==> src/rtl/kogge_stone_pipelined_adder_if.sv <==
// rtl/kogge_stone_pipelined_adder_if.sv - operand/result stream bundle for the prefix adder
interface kogge_stone_pipelined_adder_if #(
  parameter int WIDTH = 16
);
  logic             in_valid;
  logic             in_ready;
  logic [WIDTH-1:0] a;
  logic [WIDTH-1:0] b;
  logic             cin;
  logic             sub;
  logic             out_valid;
  logic             out_ready;
  logic [WIDTH-1:0] sum;
  logic             cout;
  logic             ovf;
  logic             zero;

  modport master (
    output in_valid, a, b, cin, sub, out_ready,
    input  in_ready, out_valid, sum, cout, ovf, zero
  );

  modport slave (
    input  in_valid, a, b, cin, sub, out_ready,
    output in_ready, out_valid, sum, cout, ovf, zero
  );
endinterface

==> src/rtl/kogge_stone_pipelined_adder.sv <==
// rtl/kogge_stone_pipelined_adder.sv - pipelined Kogge-Stone adder/subtractor with valid/ready
module kogge_stone_pipelined_adder #(
  parameter int WIDTH    = 16,
  parameter int PIPELINE = 1
) (
  input logic                       clk,
  input logic                       rst,
  kogge_stone_pipelined_adder_if.slave bus
);
  localparam int L = $clog2(WIDTH);

  // Everything a stage needs downstream: group G/P plus the original p and sign bits.
  typedef struct packed {
    logic             v;
    logic             c0;
    logic             a_msb;
    logic             be_msb;
    logic [WIDTH-1:0] p;
    logic [WIDTH-1:0] gp;
    logic [WIDTH-1:0] g;
  } stage_t;

  function automatic stage_t prefix_level(input stage_t s, input int d);
    stage_t r;
    r    = s;
    r.g  = s.g | (s.gp & (s.g << d));
    r.gp = s.gp & ((s.gp << d) | ~({WIDTH{1'b1}} << d));
    return r;
  endfunction

  logic             en;
  logic [WIDTH-1:0] b_e;
  stage_t           pre;
  stage_t           stg [0:L];
  stage_t           lvl [0:L-1];
  logic [WIDTH-1:0] res;
  logic             res_cout;
  logic             res_ovf;

  // Whole pipeline advances together; bubbles are held, never squeezed out.
  assign en           = ~bus.out_valid | bus.out_ready;
  assign bus.in_ready = en;

  always_comb begin
    b_e        = bus.sub ? ~bus.b : bus.b;
    pre        = '0;
    pre.v      = bus.in_valid;
    pre.c0     = bus.sub | bus.cin;
    pre.a_msb  = bus.a[WIDTH-1];
    pre.be_msb = b_e[WIDTH-1];
    pre.p      = bus.a ^ b_e;
    pre.gp     = pre.p;
    pre.g      = bus.a & b_e;
    pre.g[0]   = pre.g[0] | (pre.p[0] & pre.c0);
  end

  for (genvar k = 0; k < L; k++) begin : g_level
    assign lvl[k] = prefix_level(stg[k], 1 << k);
  end

  if (PIPELINE != 0) begin : g_pipe
    stage_t q [0:L];

    always_ff @(posedge clk) begin
      if (rst) begin
        for (int s = 0; s <= L; s++) q[s] <= '0;
      end else if (en) begin
        q[0] <= pre;
        for (int s = 1; s <= L; s++) q[s] <= lvl[s-1];
      end
    end

    for (genvar s = 0; s <= L; s++) begin : g_tap
      assign stg[s] = q[s];
    end
  end else begin : g_flat
    assign stg[0] = pre;
    for (genvar s = 1; s <= L; s++) begin : g_tap
      assign stg[s] = lvl[s-1];
    end
  end

  assign res      = {stg[L].p[WIDTH-1:1] ^ stg[L].g[WIDTH-2:0], stg[L].p[0] ^ stg[L].c0};
  assign res_cout = stg[L].g[WIDTH-1];
  assign res_ovf  = (stg[L].a_msb == stg[L].be_msb) && (res[WIDTH-1] != stg[L].a_msb);

  always_ff @(posedge clk) begin
    if (rst) begin
      bus.out_valid <= 1'b0;
      bus.sum       <= '0;
      bus.cout      <= 1'b0;
      bus.ovf       <= 1'b0;
      bus.zero      <= 1'b0;
    end else if (en) begin
      bus.out_valid <= stg[L].v;
      if (stg[L].v) begin
        bus.sum  <= res;
        bus.cout <= res_cout;
        bus.ovf  <= res_ovf;
        bus.zero <= ~|res;
      end
    end
  end
endmodule
==> src/flat_wrapper.sv <==
// flat-port wrapper written by rule: the top's interface ports become plain ports
module kogge_stone_pipelined_adder_flat 
#(
  parameter int WIDTH    = 16,
  parameter int PIPELINE = 1
)
  (clk, rst, bus_in_valid, bus_a, bus_b, bus_cin, bus_sub, bus_out_ready, bus_in_ready, bus_out_valid, bus_sum, bus_cout, bus_ovf, bus_zero);
  kogge_stone_pipelined_adder_if #(.WIDTH(WIDTH)) bus_i ();
  input logic clk;
  input logic rst;
  input wire logic [$bits(bus_i.in_valid)-1:0] bus_in_valid;
  input wire logic [$bits(bus_i.a)-1:0] bus_a;
  input wire logic [$bits(bus_i.b)-1:0] bus_b;
  input wire logic [$bits(bus_i.cin)-1:0] bus_cin;
  input wire logic [$bits(bus_i.sub)-1:0] bus_sub;
  input wire logic [$bits(bus_i.out_ready)-1:0] bus_out_ready;
  output wire logic [$bits(bus_i.in_ready)-1:0] bus_in_ready;
  output wire logic [$bits(bus_i.out_valid)-1:0] bus_out_valid;
  output wire logic [$bits(bus_i.sum)-1:0] bus_sum;
  output wire logic [$bits(bus_i.cout)-1:0] bus_cout;
  output wire logic [$bits(bus_i.ovf)-1:0] bus_ovf;
  output wire logic [$bits(bus_i.zero)-1:0] bus_zero;
  assign bus_i.in_valid = bus_in_valid;
  assign bus_i.a = bus_a;
  assign bus_i.b = bus_b;
  assign bus_i.cin = bus_cin;
  assign bus_i.sub = bus_sub;
  assign bus_i.out_ready = bus_out_ready;
  assign bus_in_ready = bus_i.in_ready;
  assign bus_out_valid = bus_i.out_valid;
  assign bus_sum = bus_i.sum;
  assign bus_cout = bus_i.cout;
  assign bus_ovf = bus_i.ovf;
  assign bus_zero = bus_i.zero;
  kogge_stone_pipelined_adder #(.WIDTH(WIDTH), .PIPELINE(PIPELINE)) u_core (.clk(clk), .rst(rst), .bus(bus_i));
endmodule
==> config.mk <==
export PLATFORM = sky130hd
export DESIGN_NAME = kogge_stone_pipelined_adder_flat
export DESIGN_NICKNAME = d
export VERILOG_FILES = /design/src/rtl/kogge_stone_pipelined_adder_if.sv /design/src/rtl/kogge_stone_pipelined_adder.sv /design/src/flat_wrapper.sv
export SDC_FILE = /design/constraint.sdc
export NUM_CORES = 1
export LEC_CHECK = 0
export ABC_AREA = 1
export CAP_MARGIN = 20
export CORE_MARGIN = 2
export CORE_UTILIZATION = 59
export DETAILED_ROUTE_END_ITERATION = 16
export GPL_TIMING_DRIVEN = 0
export HOLD_SLACK_MARGIN = 0.12
export PLACE_DENSITY = 0.89
export SLEW_MARGIN = 0
export SYNTH_ARGS = -nofsm -noshare
export SYNTH_HDL_FRONTEND = slang
export SYNTH_SLANG_ARGS = --single-unit
==> constraint.sdc <==
create_clock -name clk -period 12.35 [get_ports clk]
set_input_delay 2.47 -clock clk [delete_from_list [all_inputs] [get_ports clk]]
set_output_delay 2.47 -clock clk [all_outputs]
set_load 0.1 [all_outputs]
==> metrics.md <==
| Metric | Value |
|---|---|
| Status | completed |
| Syn avg cell area | 11.6 um2 |
| Cell taking the most area after synthesis | edfxtp_1 |
| Reg2reg setup slack | 10.61 ns |
| Setup TNS | 0 ns |
| I/O pins | 59 |
| Die span in x | 131 um |
| Maxcap violations | 0 |
| CTS tree | done |
| CTS Buffer Depth | 3 |
| Detail Placement HPWL | 11700 um |
| CP dominant cell by count | clkdlybuf4s50_1 |
| Hold path depth | 2 |
| First-pass GRT wire length | 27000 um |
| Synth cell types | 24 |
| Most frequent cells in the layout | 214 x edfxtp_1, 208 x nor2_1, 147 x inv_1 |
| CTS buffer count | 23 |
| CP max FO | 5 |
| Worst path top cell family by delay | buffers and inverters |
| H-tree lvl count | 1 |
| DRT Pass-1 Iters | 5 |
| RSZ-0062 raised after global routing | false |
| Synthesized flop and latch total | 234 |
| Initial antenna violation count | 0 |
| Yosys top cell area share | 67.2% |
| Final hold viol count | 0 |
| Setup Skew | 0.0150 ns |
| Vias/cell | 5.12 |
| Layout cells sized above 1 | 7.48% |
| Tmin final | 6.78 ns |
| Die area | 0.0172 mm2 |
| CP Buf/Inv Count | 3 |
| Worst R2R Path Depth | 3 |
| Syn Nets | 877 |
| Commonest non-fill, non-tap cell in the layout | edfxtp_1 |
| Root buf cell | clkbuf_16 |
| Cts repair resizes | 0 |
| Slew @ Worst Pin | 0.972 ns |
| Seq/Total Area, Yosys | 71.4% |
| Grt ovf | 0 |
| Slew HR | 35.0% |
| Post-CTS Hold Fix Bufs | 0 |
| Final slew viol count | 0 |
| ANT cells | 0 |
| Drt first-iter violations | 494 |
| Layout filler cell count | 1063 |
| Area Growth Syn to Fin | 17.0% |
| Leakage | 0.00459 uW |
| Routed Antenna Nets | 0 |
| Core area | 0.0159 mm2 |
| Crit end category | primary output |
| FF-to-FF Start | u_core.bus.out_valid |
| CTS clk-pin slew, worst paths | 0.06 ns |
| Worst VDD drop | 0.000101 V |
| Post-CTS Setup Inserts | 0 |
| Cell Pwr Density | 149 mW/mm2 |
| Wire per inst | 15.1 um |
| Port bufs | 57 |
| Syn Inst Count | 823 |
| Routed WL | 17100 um |
| R2r endpoint | u_core.g_pipe.q[0][70] |
| CP cell instances | clkdlybuf4s50_1 > inv_2 > nand2_4 > clkdlybuf4s50_1 |
| Warnings, synthesis | 0 |
| WHS | 0.485 ns |
| Critical Path RT | 9.88 ns |
| Slowest stage delay, CP | 1.15 ns |
| Row cnt | 46 |
| Vias | 5831 |
| Crit-path slowest cell | clkdlybuf4s50_1 |
| Die height | 131 um |
| Placed Cells | 1099 |
| Hold Path Class | reg -> reg |
| GPL Wtd Cong | 0.811 |
| F_max | 148 MHz |
| Setup violations, final | 0 |
| Hold path start | u_core.bus.cout |
| Final std cells w/o fill | 1138 |
| CP Launch Type | primary input |
| Clk_lat worst skew | 0.51 ns |
| Clk sink count | 234 |
| Period utilization | 54.9% |
| Min-Delay Endpoint | u_core.bus.cout |
| Synthesized cell area | 0.00956 mm2 |
| Total Routing Usage GR | 19.8% |
| # nets final | 962 |
| Critical path arrival | 4.31 ns |
| Top cells by area, synth | edfxtp_1 67%, nor2_1 8.2%, inv_1 5.8% |
| Residual DRC | 0 |
| Worst setup path class | in -> out |
| Initial core utilization | 60.2% |
| Number of global-route vias before repair | 5669 |
| Largest net degree at the start of global routing | 71 |
| Total power | 1670 uW |
-- cells by family (layout without fill, tap and decap cells) --
logic type,count (synthesis),count (layout),share of synthesized area (%)
simple gates,284,284,11.6
flops,234,234,71.4
buf+inv,179,278,8.02
compound gates,87,87,4.74
xor+xnor,23,23,2.11
fa+ha+maj,16,16,2.09
-- metal layers --
layer	wire length, um	GRT usage [%]	part of all wire [%]	vias up
met3	1010	3.51	5.9	42
met4	571	8.27	3.3	0
met1	6480	22.5	38	2728
met5	0	0	0	-
li1	-	-	-	2834
met2	9080	36.8	53	227
-- where the power goes --
part           internal, uW  leakage (uW)  switching, uW
logic                  41.2       0.00149           66.5
registers               895       0.00276           16.2
clock network           380      0.000341            273
-- worst reg2reg max path, cell delays in order, from the launching register on --
cell and delay (ns):
dfxtp_1 0.37, nand3_4 0.32, buf_16 0.33, buf_16 0.33
-- state kept, by name, summed over array words and instances, names as in the netlist --
signal and count:
u_core.bus.cout 1, u_core.bus.out_valid 1, u_core.bus.ovf 1, u_core.bus.sum 16, u_core.bus.zero 1, u_core.g_pipe.q 214
-- area by class of cell --
cell class	count	area, um2	share of cell area [%]
sequential	234	6830	61.0
multi-input combinational	410	1980	17.7
timing repair buffer	60	653	5.84
clock buffer	27	591	5.28
inverter	149	559	5.00
tap	216	270	2.42
buffer	30	208	1.86
clock inverter	12	103	0.917
-- cell usage after synthesis --
library cell  instances
inv_1               147
ha_1                 16
nor3_1               14
o21ai_1              13
or2_2                 2
o21ai_0               4
buf_4                24
o211ai_1              2
a31oi_1               6
clkbuf_1              2
xor2_1               15
xnor2_1               8
nand2_2               1
nor2_1              208
a21oi_1              61
dfxtp_1              20
edfxtp_1            214
a32o_1                1
nand2_1              52
nand3_1               4
nor2_2                1
buf_2                 4
inv_2                 2
nand2_4               2
-- worst max path at each step --
stage	from	end	slack (ns)	cells past startpoint
after floorplan	rst	u_core.g_pipe.q[0][0]	2.54	3
after global placement	rst	u_core.g_pipe.q[0][35]	-0.12	4
after detailed placement	bus_out_ready	bus_in_ready	5.56	4
after CTS	bus_out_ready	bus_in_ready	5.56	4
after global routing	bus_out_ready	bus_in_ready	5.54	4
final	bus_out_ready	bus_in_ready	5.57	4
-- metrics by stage --
| stage | utilization, % | setup slack (ns) | instance area, um2 |
|---|---|---|---|
| global placement | 65.5 | -0.121 | 10400 |
| global route | 70.4 | 5.54 | 11200 |
| finish | 70.4 | 5.57 | 11200 |
| detailed placement | 66.1 | 5.56 | 10500 |
| CTS | 70.4 | 5.56 | 11200 |
| floorplan | - | 2.54 | 9560 |
Note: power is estimated with default switching activity, not from simulation.
